--- config.mk ---
export PLATFORM = sky130hd
export DESIGN_NAME = tdm_mux_scanner
export DESIGN_NICKNAME = d
export VERILOG_FILES = /design/src/rtl/tdm_mux_pkg.sv /design/src/rtl/mux_n_to_1.sv /design/src/rtl/tdm_mux_scanner.sv
export SDC_FILE = /design/constraint.sdc
export NUM_CORES = 1
export LEC_CHECK = 0
export CELL_PAD_IN_SITES_DETAIL_PLACEMENT = 1
export CELL_PAD_IN_SITES_GLOBAL_PLACEMENT = 1
export CORE_ASPECT_RATIO = 0.5
export CORE_UTILIZATION = 32
export DETAILED_ROUTE_END_ITERATION = 8
export PLACE_DENSITY_LB_ADDON = 0.05
export SLEW_MARGIN = 40
export SYNTH_ARGS = -nofsm -noshare
export SYNTH_HDL_FRONTEND = slang
export SYNTH_HIERARCHICAL = 1
export SYNTH_SLANG_ARGS = --single-unit
--- constraint.sdc ---
create_clock -name clk -period 2.3 [get_ports clk]
set_input_delay 0.23 -clock clk [delete_from_list [all_inputs] [get_ports clk]]
set_output_delay 0.23 -clock clk [all_outputs]
set_load 0.02 [all_outputs]
--- src/rtl/tdm_mux_pkg.sv ---
// tdm_mux_pkg
//   Shared definitions for the TDM mux scanner:
//   - operating mode encodings driven on mode_i
//   - sweep sequencer state type
//   - width helpers for the channel select and dwell counter
package tdm_mux_pkg;

  localparam logic [1:0] MODE_MANUAL = 2'b00;
  localparam logic [1:0] MODE_SCAN   = 2'b01;
  localparam logic [1:0] MODE_SWEEP  = 2'b10;
  localparam logic [1:0] MODE_HOLD   = 2'b11;

  typedef enum logic [1:0] {
    SW_IDLE   = 2'd0,
    SW_RUN    = 2'd1,
    SW_FINISH = 2'd2
  } sweep_state_e;

  // Width of a channel index; never below 1 bit so ports stay legal.
  function automatic int sel_width(input int num_ch);
    return (num_ch > 1) ? $clog2(num_ch) : 1;
  endfunction

  // Width of a counter holding 0..n-1; 1 bit minimum (n == 1 case).
  function automatic int cnt_width(input int n);
    return (n > 1) ? $clog2(n) : 1;
  endfunction

endpackage

--- src/rtl/mux_n_to_1.sv ---
// mux_n_to_1
//   Purely combinational N:1 selector over a packed channel bus.
//   Ports:
//     in_i  [NUM_CH*DATA_W]  packed channels, channel c at in_i[c*DATA_W +: DATA_W]
//     sel_i [SEL_W]          channel index
//     y_o   [DATA_W]         selected channel, zero when sel_i >= NUM_CH
module mux_n_to_1
  import tdm_mux_pkg::*;
#(
  parameter int NUM_CH = 16,
  parameter int DATA_W = 1,
  parameter int SEL_W  = sel_width(NUM_CH)
) (
  input  logic [NUM_CH*DATA_W-1:0] in_i,
  input  logic [SEL_W-1:0]         sel_i,
  output logic [DATA_W-1:0]        y_o
);

  // A decoded loop rather than an array index so that select codes past
  // NUM_CH (non power-of-two channel counts) fall through to zero.
  always_comb begin
    y_o = '0;
    for (int c = 0; c < NUM_CH; c++) begin
      if (int'(sel_i) == c) begin
        y_o = in_i[c*DATA_W +: DATA_W];
      end
    end
  end

endmodule

--- src/rtl/tdm_mux_scanner.sv ---
// tdm_mux_scanner
//   Registered N:1 mux with a channel sequencer (manual select, continuous
//   scan, one-shot sweep, hold). Each output sample carries its channel ID.
//   Ports:
//     clk, rst          clock, asynchronous active-high reset
//     in_i              packed input channels
//     sel_i             manual channel select (MANUAL mode)
//     mode_i            00 MANUAL, 01 SCAN, 10 SWEEP, 11 HOLD
//     start_i           sweep trigger (SWEEP mode, when not busy)
//     out_o, out_ch_o   registered sample and its channel ID
//     out_valid_o       sample valid this cycle
//     busy_o            sweep in progress
//     sweep_done_o      one-cycle pulse at sweep completion
//
//   Sweep sequencer states:
//     state     | meaning
//     SW_IDLE   | no sweep; waiting for start_i
//     SW_RUN    | presenting channels 0..NUM_CH-1, DWELL cycles each
//     SW_FINISH | last channel presented; next edge pulses sweep_done
module tdm_mux_scanner
  import tdm_mux_pkg::*;
#(
  parameter int NUM_CH = 16,
  parameter int DATA_W = 1,
  parameter int DWELL  = 4,
  parameter int SEL_W  = sel_width(NUM_CH)
) (
  input  logic                     clk,
  input  logic                     rst,
  input  logic [NUM_CH*DATA_W-1:0] in_i,
  input  logic [SEL_W-1:0]         sel_i,
  input  logic [1:0]               mode_i,
  input  logic                     start_i,
  output logic [DATA_W-1:0]        out_o,
  output logic [SEL_W-1:0]         out_ch_o,
  output logic                     out_valid_o,
  output logic                     busy_o,
  output logic                     sweep_done_o
);

  localparam int DW_W = cnt_width(DWELL);

  logic [1:0]        mode_q, mode_d;
  logic [SEL_W-1:0]  ptr_q, ptr_d;
  logic [DW_W-1:0]   dwell_q, dwell_d;
  sweep_state_e      sw_state_q, sw_state_d;
  logic [DATA_W-1:0] out_q, out_d;
  logic [SEL_W-1:0]  out_ch_q, out_ch_d;
  logic              valid_q, valid_d;
  logic              done_q, done_d;

  logic [SEL_W-1:0]  mux_sel;
  logic [DATA_W-1:0] mux_y;
  logic              mode_change;
  logic              last_ch;
  logic              last_dwell;
  logic              sel_in_range;
  logic              step;

  assign mode_change  = (mode_i != mode_q);
  assign last_ch      = (int'(ptr_q) == NUM_CH - 1);
  assign last_dwell   = (int'(dwell_q) == DWELL - 1);
  assign sel_in_range = (int'(sel_i) < NUM_CH);

  // The mux follows the registered mode so a mode switch never changes the
  // source of a sample taken on the same edge.
  assign mux_sel = (mode_q == MODE_MANUAL) ? sel_i : ptr_q;

  mux_n_to_1 #(
    .NUM_CH (NUM_CH),
    .DATA_W (DATA_W),
    .SEL_W  (SEL_W)
  ) u_mux (
    .in_i  (in_i),
    .sel_i (mux_sel),
    .y_o   (mux_y)
  );

  always_comb begin
    mode_d     = mode_i;
    ptr_d      = ptr_q;
    dwell_d    = dwell_q;
    sw_state_d = sw_state_q;
    out_d      = out_q;
    out_ch_d   = out_ch_q;
    valid_d    = 1'b0;
    done_d     = 1'b0;
    step       = 1'b0;

    if (mode_change) begin
      // Transition edge: restart sequencing, abort any sweep silently,
      // leave the last sample on out/out_ch.
      ptr_d      = '0;
      dwell_d    = '0;
      sw_state_d = SW_IDLE;
    end else begin
      case (mode_q)
        MODE_MANUAL: begin
          out_d    = mux_y;
          out_ch_d = sel_i;
          valid_d  = sel_in_range;
        end
        MODE_SCAN: begin
          out_d    = mux_y;
          out_ch_d = ptr_q;
          valid_d  = 1'b1;
          step     = 1'b1;
        end
        MODE_SWEEP: begin
          case (sw_state_q)
            SW_IDLE: begin
              if (start_i) begin
                sw_state_d = SW_RUN;
                ptr_d      = '0;
                dwell_d    = '0;
              end
            end
            SW_RUN: begin
              out_d    = mux_y;
              out_ch_d = ptr_q;
              valid_d  = 1'b1;
              step     = 1'b1;
              if (last_ch && last_dwell) begin
                sw_state_d = SW_FINISH;
              end
            end
            SW_FINISH: begin
              done_d     = 1'b1;
              sw_state_d = SW_IDLE;
            end
            default: begin
              sw_state_d = SW_IDLE;
            end
          endcase
        end
        default: ; // HOLD: everything frozen, out_valid low
      endcase

      if (step) begin
        if (last_dwell) begin
          dwell_d = '0;
          ptr_d   = last_ch ? '0 : ptr_q + 1'b1;
        end else begin
          dwell_d = dwell_q + 1'b1;
        end
      end
    end
  end

  always_ff @(posedge clk or posedge rst) begin
    if (rst) begin
      mode_q     <= MODE_MANUAL;
      ptr_q      <= '0;
      dwell_q    <= '0;
      sw_state_q <= SW_IDLE;
      out_q      <= '0;
      out_ch_q   <= '0;
      valid_q    <= 1'b0;
      done_q     <= 1'b0;
    end else begin
      mode_q     <= mode_d;
      ptr_q      <= ptr_d;
      dwell_q    <= dwell_d;
      sw_state_q <= sw_state_d;
      out_q      <= out_d;
      out_ch_q   <= out_ch_d;
      valid_q    <= valid_d;
      done_q     <= done_d;
    end
  end

  assign out_o        = out_q;
  assign out_ch_o     = out_ch_q;
  assign out_valid_o  = valid_q;
  assign busy_o       = (sw_state_q != SW_IDLE);
  assign sweep_done_o = done_q;

endmodule

==> results of run 1 <==
## where the power goes
part           switching (mW)  leakage (nW)  internal [mW]
Combinational           0.109         0.414          0.143
Clock                   0.111        0.0255          0.120
Sequential             0.0147         0.226          0.328
## worst max-delay path, cell delays in order, from the launching register on
cell	delay [ps]
sky130_fd_sc_hd__dfrtp_1	380
sky130_fd_sc_hd__inv_1	80
sky130_fd_sc_hd__ha_2	230
sky130_fd_sc_hd__mux2_2	400
sky130_fd_sc_hd__mux2i_1	160
sky130_fd_sc_hd__o21ai_0	90
sky130_fd_sc_hd__a221oi_1	270
sky130_fd_sc_hd__o22ai_1	130
sky130_fd_sc_hd__mux2_2	270
## area by class of cell
| cell class | count | area [sq um] |
|---|---|---|
| Clock buffer | 3 | 41.3 |
| Timing Repair Buffer | 36 | 350 |
| Clock inverter | 1 | 5.00 |
| Multi-Input combinational cell | 80 | 687 |
| Tap cell | 48 | 60.1 |
| Inverter | 4 | 15.0 |
| Fill cell | 367 | 1620 |
| Sequential cell | 17 | 425 |
## worst min path at each step
stage / start / endpoint / slack (ps) / depth (start not counted)
floorplan: rst / dwell_q[0] / 160 / 1
global placement: out_ch_o[0] / out_ch_o[0] / 490 / 1
detailed placement: out_ch_o[1] / out_ch_o[1] / 500 / 1
CTS: rst / ptr_q[3] / 410 / 2
global route: rst / ptr_q[0] / 440 / 2
finish: rst / ptr_q[0] / 370 / 2
## cell usage after synthesis, drive strengths merged
cell     count  share of area
nor2b        3          0.016
dfrtp       17           0.37
o211a        1         0.0087
or3          1         0.0054
nor3         2         0.0087
nand2b       2          0.011
a31o         1         0.0076
a221oi       1         0.0076
o22ai        1         0.0054
or2          1         0.0054
and3b        1         0.0076
o21ai        6          0.036
a21oi        8          0.038
mux2i        2          0.017
nand4bb      1         0.0097
a211oi       1          0.017
and2b        1         0.0076
mux4         3          0.068
and3         1         0.0054
and4         1         0.0076
ha           6          0.065
buf          4          0.027
mux2        13           0.13
o32a         1         0.0087
nor2         4          0.013
xnor2        2          0.015
nand3b       1         0.0065
nand2        5          0.016
clkbuf       1         0.0032
nand3        8          0.035
inv          4          0.013
o211ai       2          0.013
## stage by stage
step	power (mW)	hold slack (ps)
global route	0.874	442
detailed placement	0.604	497
finish	0.826	368
floorplan	0.480	156
global placement	0.600	493
CTS	0.835	411
## flip-flops by register name (all words and copies together) (netlist names)
signal and cells:
out_ch_o 4, ptr_q 4, dwell_q 2, mode_q 2
sw_state_q 2, out_o 1, out_valid_o 1, sweep_done_o 1
## layer usage
metal,part of all wire,wire length (um),GRT usage
met5,0,0,0
met2,0.42,1140,0.255
met4,0.0070,19,0.0400
met1,0.50,1370,0.210
met3,0.072,196,0.0597
## cells by family (layout without fill, tap and decap cells)
kind of cell,after synthesis,in the layout,share of synthesized area
mux,18,18,0.212
fa+ha+maj,6,6,0.0649
simple gates,32,32,0.155
xor+xnor,2,2,0.0152
flops,17,17,0.368
buf+inv,9,44,0.0433
compound gates,22,22,0.142
## what timing repair did
item | CTS | global route
setup endpoints to repair | 0 | 1
gates resized for setup | 0 | 2
hold endpoints to repair | 0 | 0
setup buffers | 0 | 0
==> run metrics, run 1 <==
result of the run finished clean; Antenna Cells 0; Final Max Tran Viols 0; synthesis-to-finish area growth 37.0%; synthesized area per cell approximately 11 sq um; master cell of the clock root buffer sky130_fd_sc_hd__clkbuf_8; Ys Warns 6; clock-pin slew reported for the worst setup and hold paths after clock tree synthesis 70 ps; ANT nets after route 0; final worst clock skew 6.01 ps; Worst Setup EP out_o; Final Critical Period 2130 ps; die area roughly 0.0039 sq mm; wire length reported by the detailed router 2720 um; worst min path class in2async; first-pass GRT wire length 4550 um; clk_lat worst skew approximately 250 ps; CP Launch Point mode_q[0]; number of nets in the layout 173; Worst R2R Start mode_q[0]; number of global-route vias before repair 973; placeable core region 0.00321 sq mm; setup slack at placement roughly 90 ps; highest-count cells in the layout ignoring fill and taps sky130_fd_sc_hd__clkdlybuf4s50_1 (32), sky130_fd_sc_hd__dfrtp_1 (17), sky130_fd_sc_hd__mux2_2 (12), sky130_fd_sc_hd__nand3_1 (8), sky130_fd_sc_hd__a21oi_1 (7); Clock Tree Buf Depth 2; Chip Height 44.5 um; vias per inst 4.99; CP max FO 5; drc violations 0; top-level I/O count 33; reg-to-reg endpoint out_o; total of hold buffers inserted after clock tree synthesis 0; Critical Path AT ~2300 ps; share of cells above drive strength 1 0.199; Worst Tran Pin Value roughly 670 ps; initial drt markers 22; number of maximum-capacitance violations 0; grt ovf 0; nets in the synthesized netlist ~140; Gate Count Post-Synth approximately 110; count of different cell masters after synthesis 37; total global-route track usage 0.161; number of core rows 14; Critical Path Sink Type flop; average detailed-routed wire length per instance approximately 14 um; total number of clock tree sinks 17; post-route setup slack 171 ps; setup repair after global routing missed its margin false; worst-case reg-to-reg path depth 8; Starting Density 0.361; accumulated negative setup slack 0 ps; number of cells after detailed placement around 190; proportion of synthesized chip area in sequential cells 0.368; CTS H-tree lvls 1; worst reg2reg setup slack 170 ps; CTS Buf Count 3; overall die width 87.0 um; cell area after technology mapping 0.00116 sq mm; data required time at the worst endpoint ~2400 ps; worst IR drop on VDD between 0.2 and 0.3 mV; number of buffer cells added on primary ports 32; leading cell type in the layout, fill and taps excluded sky130_fd_sc_hd__clkdlybuf4s50_1; Detailed Place HPWL 2230 um; overall via count from detail_route ~940; final cell count without fillers 189; Final setup violation count 0; maximum number of pins on one net before global-route repair 18; clock tree from TritonCTS built; timing-limited maximum frequency 470 MHz; first-pass detailed-route iteration total 4; share of the clock period used by the worst path after layout 0.925; post-synthesis register bit count 17; fin area 0.00158 sq mm; leakage power figure 0.665 nW; category of the worst setup path launch point flop; antenna violations before repair 0; Layout Utilization 0.494; relative slew slack 0.555; hold violation count in the final report 0; power density cells 521 mW/mm^2; instance area at placement about 0.0015 sq mm; global placer's final weighted congestion 0.724; path type of the worst setup path reg2reg
No activity file was read; power rests on OpenSTA's default activity.
==> run 2, diff against run 1 <==
--- a/config.mk
+++ b/config.mk
@@ -11,6 +11,7 @@
 export CORE_UTILIZATION = 32
 export DETAILED_ROUTE_END_ITERATION = 8
 export PLACE_DENSITY_LB_ADDON = 0.05
+export SKIP_CTS_REPAIR_TIMING = 1
 export SLEW_MARGIN = 40
 export SYNTH_ARGS = -nofsm -noshare
 export SYNTH_HDL_FRONTEND = slang
==> results of run 2 <==
The final DEF is identical to that of run 1; final timing and power are the same.
==> run 3, diff against run 2 <==
--- a/config.mk
+++ b/config.mk
@@ -5,14 +5,15 @@
 export SDC_FILE = /design/constraint.sdc
 export NUM_CORES = 1
 export LEC_CHECK = 0
+export ABC_AREA = 1
 export CELL_PAD_IN_SITES_DETAIL_PLACEMENT = 1
 export CELL_PAD_IN_SITES_GLOBAL_PLACEMENT = 1
 export CORE_ASPECT_RATIO = 0.5
-export CORE_UTILIZATION = 32
+export CORE_UTILIZATION = 30
 export DETAILED_ROUTE_END_ITERATION = 8
 export PLACE_DENSITY_LB_ADDON = 0.05
 export SKIP_CTS_REPAIR_TIMING = 1
-export SLEW_MARGIN = 40
+export SLEW_MARGIN = 20
 export SYNTH_ARGS = -nofsm -noshare
 export SYNTH_HDL_FRONTEND = slang
 export SYNTH_HIERARCHICAL = 1
==> run metrics, run 3 <==
post-route setup slack just over 300 ps; clock-pin slew reported for the worst setup and hold paths after clock tree synthesis 70 ps; Critical Path Sink Type flop; number of core rows 15; Sequential Power Share 0.424; path type of the worst setup path reg2reg; leading cell type in the layout, fill and taps excluded sky130_fd_sc_hd__nand2_1; Final Max Tran Viols 0; antenna violations before repair 0; setup slack at placement 135 ps; Starting Density 0.332; power density cells 491 mW/mm^2; maximum number of pins on one net before global-route repair 18; cell area after technology mapping 0.00120 sq mm; hold violation count in the final report 0; worst IR drop on VDD 0.155 mV; total number of clock tree sinks 17; complex-gate fraction of the synthesized area 0.0854; share of synthesized area spent on multiplexers 0; proportion of synthesized chip area in sequential cells 0.354; CTS H-tree lvls 1; Critical Path AT 2150 ps; relative slew slack 0.539; vias per inst 4.59; global placer's final weighted congestion between 0.7 and 0.8; count of different cell masters after synthesis 22; share of total power in combinational logic 0.293; switching pwr between 200 and 250 uW; overall via count from detail_route 1213; dominant register cell in the synthesized netlist sky130_fd_sc_hd__dfrtp_1; fin area 0.00164 sq mm; dominant combinational cell family by area after synthesis simple AND/OR/NAND/NOR gates; category of the worst setup path launch point flop; most area-hungry cell type in the Yosys netlist sky130_fd_sc_hd__dfrtp_1; CP max FO 10; most frequent cells after synthesis sky130_fd_sc_hd__nand2_1 (52), sky130_fd_sc_hd__inv_1 (29), sky130_fd_sc_hd__nand3_1 (20), sky130_fd_sc_hd__dfrtp_1 (17), sky130_fd_sc_hd__nor2_1 (11); Final setup violation count 0; first-pass detailed-route iteration total 4; drc violations 0; adder-cell area share of the yosys netlist 0.0625; master cell of the clock root buffer sky130_fd_sc_hd__clkbuf_8; Antenna Cells 0; wire length reported by the detailed router approximately 3300 um; Post-Synth Simple-Gate Area 0.364; final worst clock skew 3.56 ps; die area 0.00428 sq mm; total power ~800 uW; clock tree from TritonCTS built; Clock Tree Buf Depth 2; placeable core region 0.00362 sq mm; Synth top area share 0.354; first-pass GRT wire length 5290 um; Internal Power around 560 uW; synthesis-to-finish area growth 36.3%; total global-route track usage 0.162; overall die width 91.5 um; instance area at placement 0.00159 sq mm; result of the run finished clean; ANT nets after route 0; switching power as a share of total power 0.303; number of global-route vias before repair about 1100; number of maximum-capacitance violations 0; Detailed Place HPWL 2530 um; initial drt markers 30; library cell with the highest instance count after synthesis sky130_fd_sc_hd__nand2_1; Gate Count Post-Synth 176; setup repair after global routing missed its margin false; met1 global-route usage 0.213; number of nets in the layout 245; timing-limited maximum frequency 501 MHz; number of enable-type register cells in the synthesized netlist 0; post-synthesis register bit count 17; Final Critical Period 2000 ps; worst min path class in2async; met3 Use GR 0.0469; largest cells by area after synthesis sky130_fd_sc_hd__dfrtp_1 (35%), sky130_fd_sc_hd__nand2_1 (16%), sky130_fd_sc_hd__inv_1 (9.1%); top-level I/O count 33; nets in the synthesized netlist 207; share of the clock period used by the worst path after layout 0.868; Chip Height ~47 um; Filler Cell Count ~490; Ys Warns 6; data required time at the worst endpoint around 2500 ps; leakage power figure roughly 0.79 nW; GR Layer Usage met2 0.272; average detailed-routed wire length per instance ~12 um; clk_lat worst skew 250 ps; CTS Buf Count 3; highest-count cells in the layout ignoring fill and taps sky130_fd_sc_hd__nand2_1 (52), sky130_fd_sc_hd__clkdlybuf4s50_1 (32), sky130_fd_sc_hd__inv_1 (29), sky130_fd_sc_hd__nand3_1 (20), sky130_fd_sc_hd__dfrtp_1 (17); proportion of synthesized flip-flops having asynchronous set or reset 1.00; grt ovf 0; accumulated negative setup slack 0 ps; number of buffer cells added on primary ports 32; synthesized area per cell 6.82 sq um; share of cells above drive strength 1 0.0751; clock share of power 0.283; xor-xnor portion of the synthesized cell area 0.0219; most congested layer reported by global routing met2; Worst Tran Pin Value roughly 700 ps
## run 3: cell count changes in the layout (fill, tap and decap cells not counted), sizes merged, moves of 4 or more
cell   before  now
inv         4   33
mux2       13    0
nand2       5   54
nand3       8   21
nor2        4   12
nor3        2    6
o21ai       6   11
## run 3: final cells by class
| class | instances | area, sq um | area share |
|---|---|---|---|
| clock buffer | 4 | 45.0 | 0.0275 |
| inverter | 33 | 124 | 0.0757 |
| multi-input combinational | 125 | 643 | 0.393 |
| sequential | 17 | 425 | 0.260 |
| tap | 51 | 63.8 | 0.0390 |
| timing repair buffer | 34 | 335 | 0.205 |
## run 3: power by group through the flow
stage | clock [mW] | sequential [mW] | combinational (mW)
floorplan | 0 | 0.373 | 0.0919
global placement | 0 | 0.346 | 0.233
detailed placement | 0 | 0.347 | 0.236
CTS | 0.238 | 0.341 | 0.237
global route | 0.247 | 0.345 | 0.259
finish | 0.228 | 0.341 | 0.235
## run 3: routing by layer
metal	up-vias	part of all wire
met5	-	0
met4	0	0.0082
met3	4	0.054
met2	29	0.43
met1	553	0.50
li1	627	-
## run 3: logic make-up (layout without fill, tap and decap cells)
group                    count (synthesis)  after routing
AND/OR/NAND/NOR                         96             96
buffers and inverters                   34             71
AO/OA/AOI/OAI                           20             20
flip-flops                              17             17
adder cells (fa/ha/maj)                  6              6
XOR/XNOR                                 3              3
## run 3: path summary, 6_finish.rpt
path                                   from          end  slack, ps  depth (start not counted)
worst min-delay path                    rst  out_ch_o[1]        380                          2
min in group clk                out_ch_o[1]  out_ch_o[1]        470                          2
max in group asynchronous               rst    mode_q[1]       1480                          2
worst min register to register  out_ch_o[1]  out_ch_o[1]        470                          2
worst max register to register    mode_q[0]        out_o        300                         16
worst max-delay path              mode_q[0]        out_o        300                         16
## run 3: worst max-delay path, cell delays in order, from the launching register on
cell and delay (ps):
sky130_fd_sc_hd__dfrtp_1 430, sky130_fd_sc_hd__inv_1 110, sky130_fd_sc_hd__ha_2 270, sky130_fd_sc_hd__nand2_1 60, sky130_fd_sc_hd__o21ai_0 80, sky130_fd_sc_hd__buf_4 200, sky130_fd_sc_hd__inv_2 80, sky130_fd_sc_hd__nand3_1 70
sky130_fd_sc_hd__nand2_1 50, sky130_fd_sc_hd__nor2_1 90, sky130_fd_sc_hd__nor2_1 50, sky130_fd_sc_hd__nor2_1 80, sky130_fd_sc_hd__nand2_1 60, sky130_fd_sc_hd__nand2_1 60, sky130_fd_sc_hd__nand4_2 60, sky130_fd_sc_hd__nand2_1 70
sky130_fd_sc_hd__nand2_1 50
## run 3: stage by stage
step	hold WS [ps]	utilization	cells
2_1_floorplan	156	-	176
3_3_place_gp	456	0.439	260
6_report	379	0.452	264
3_5_place_dp	458	0.439	260
5_1_grt	460	0.452	264
4_1_cts	418	0.451	264
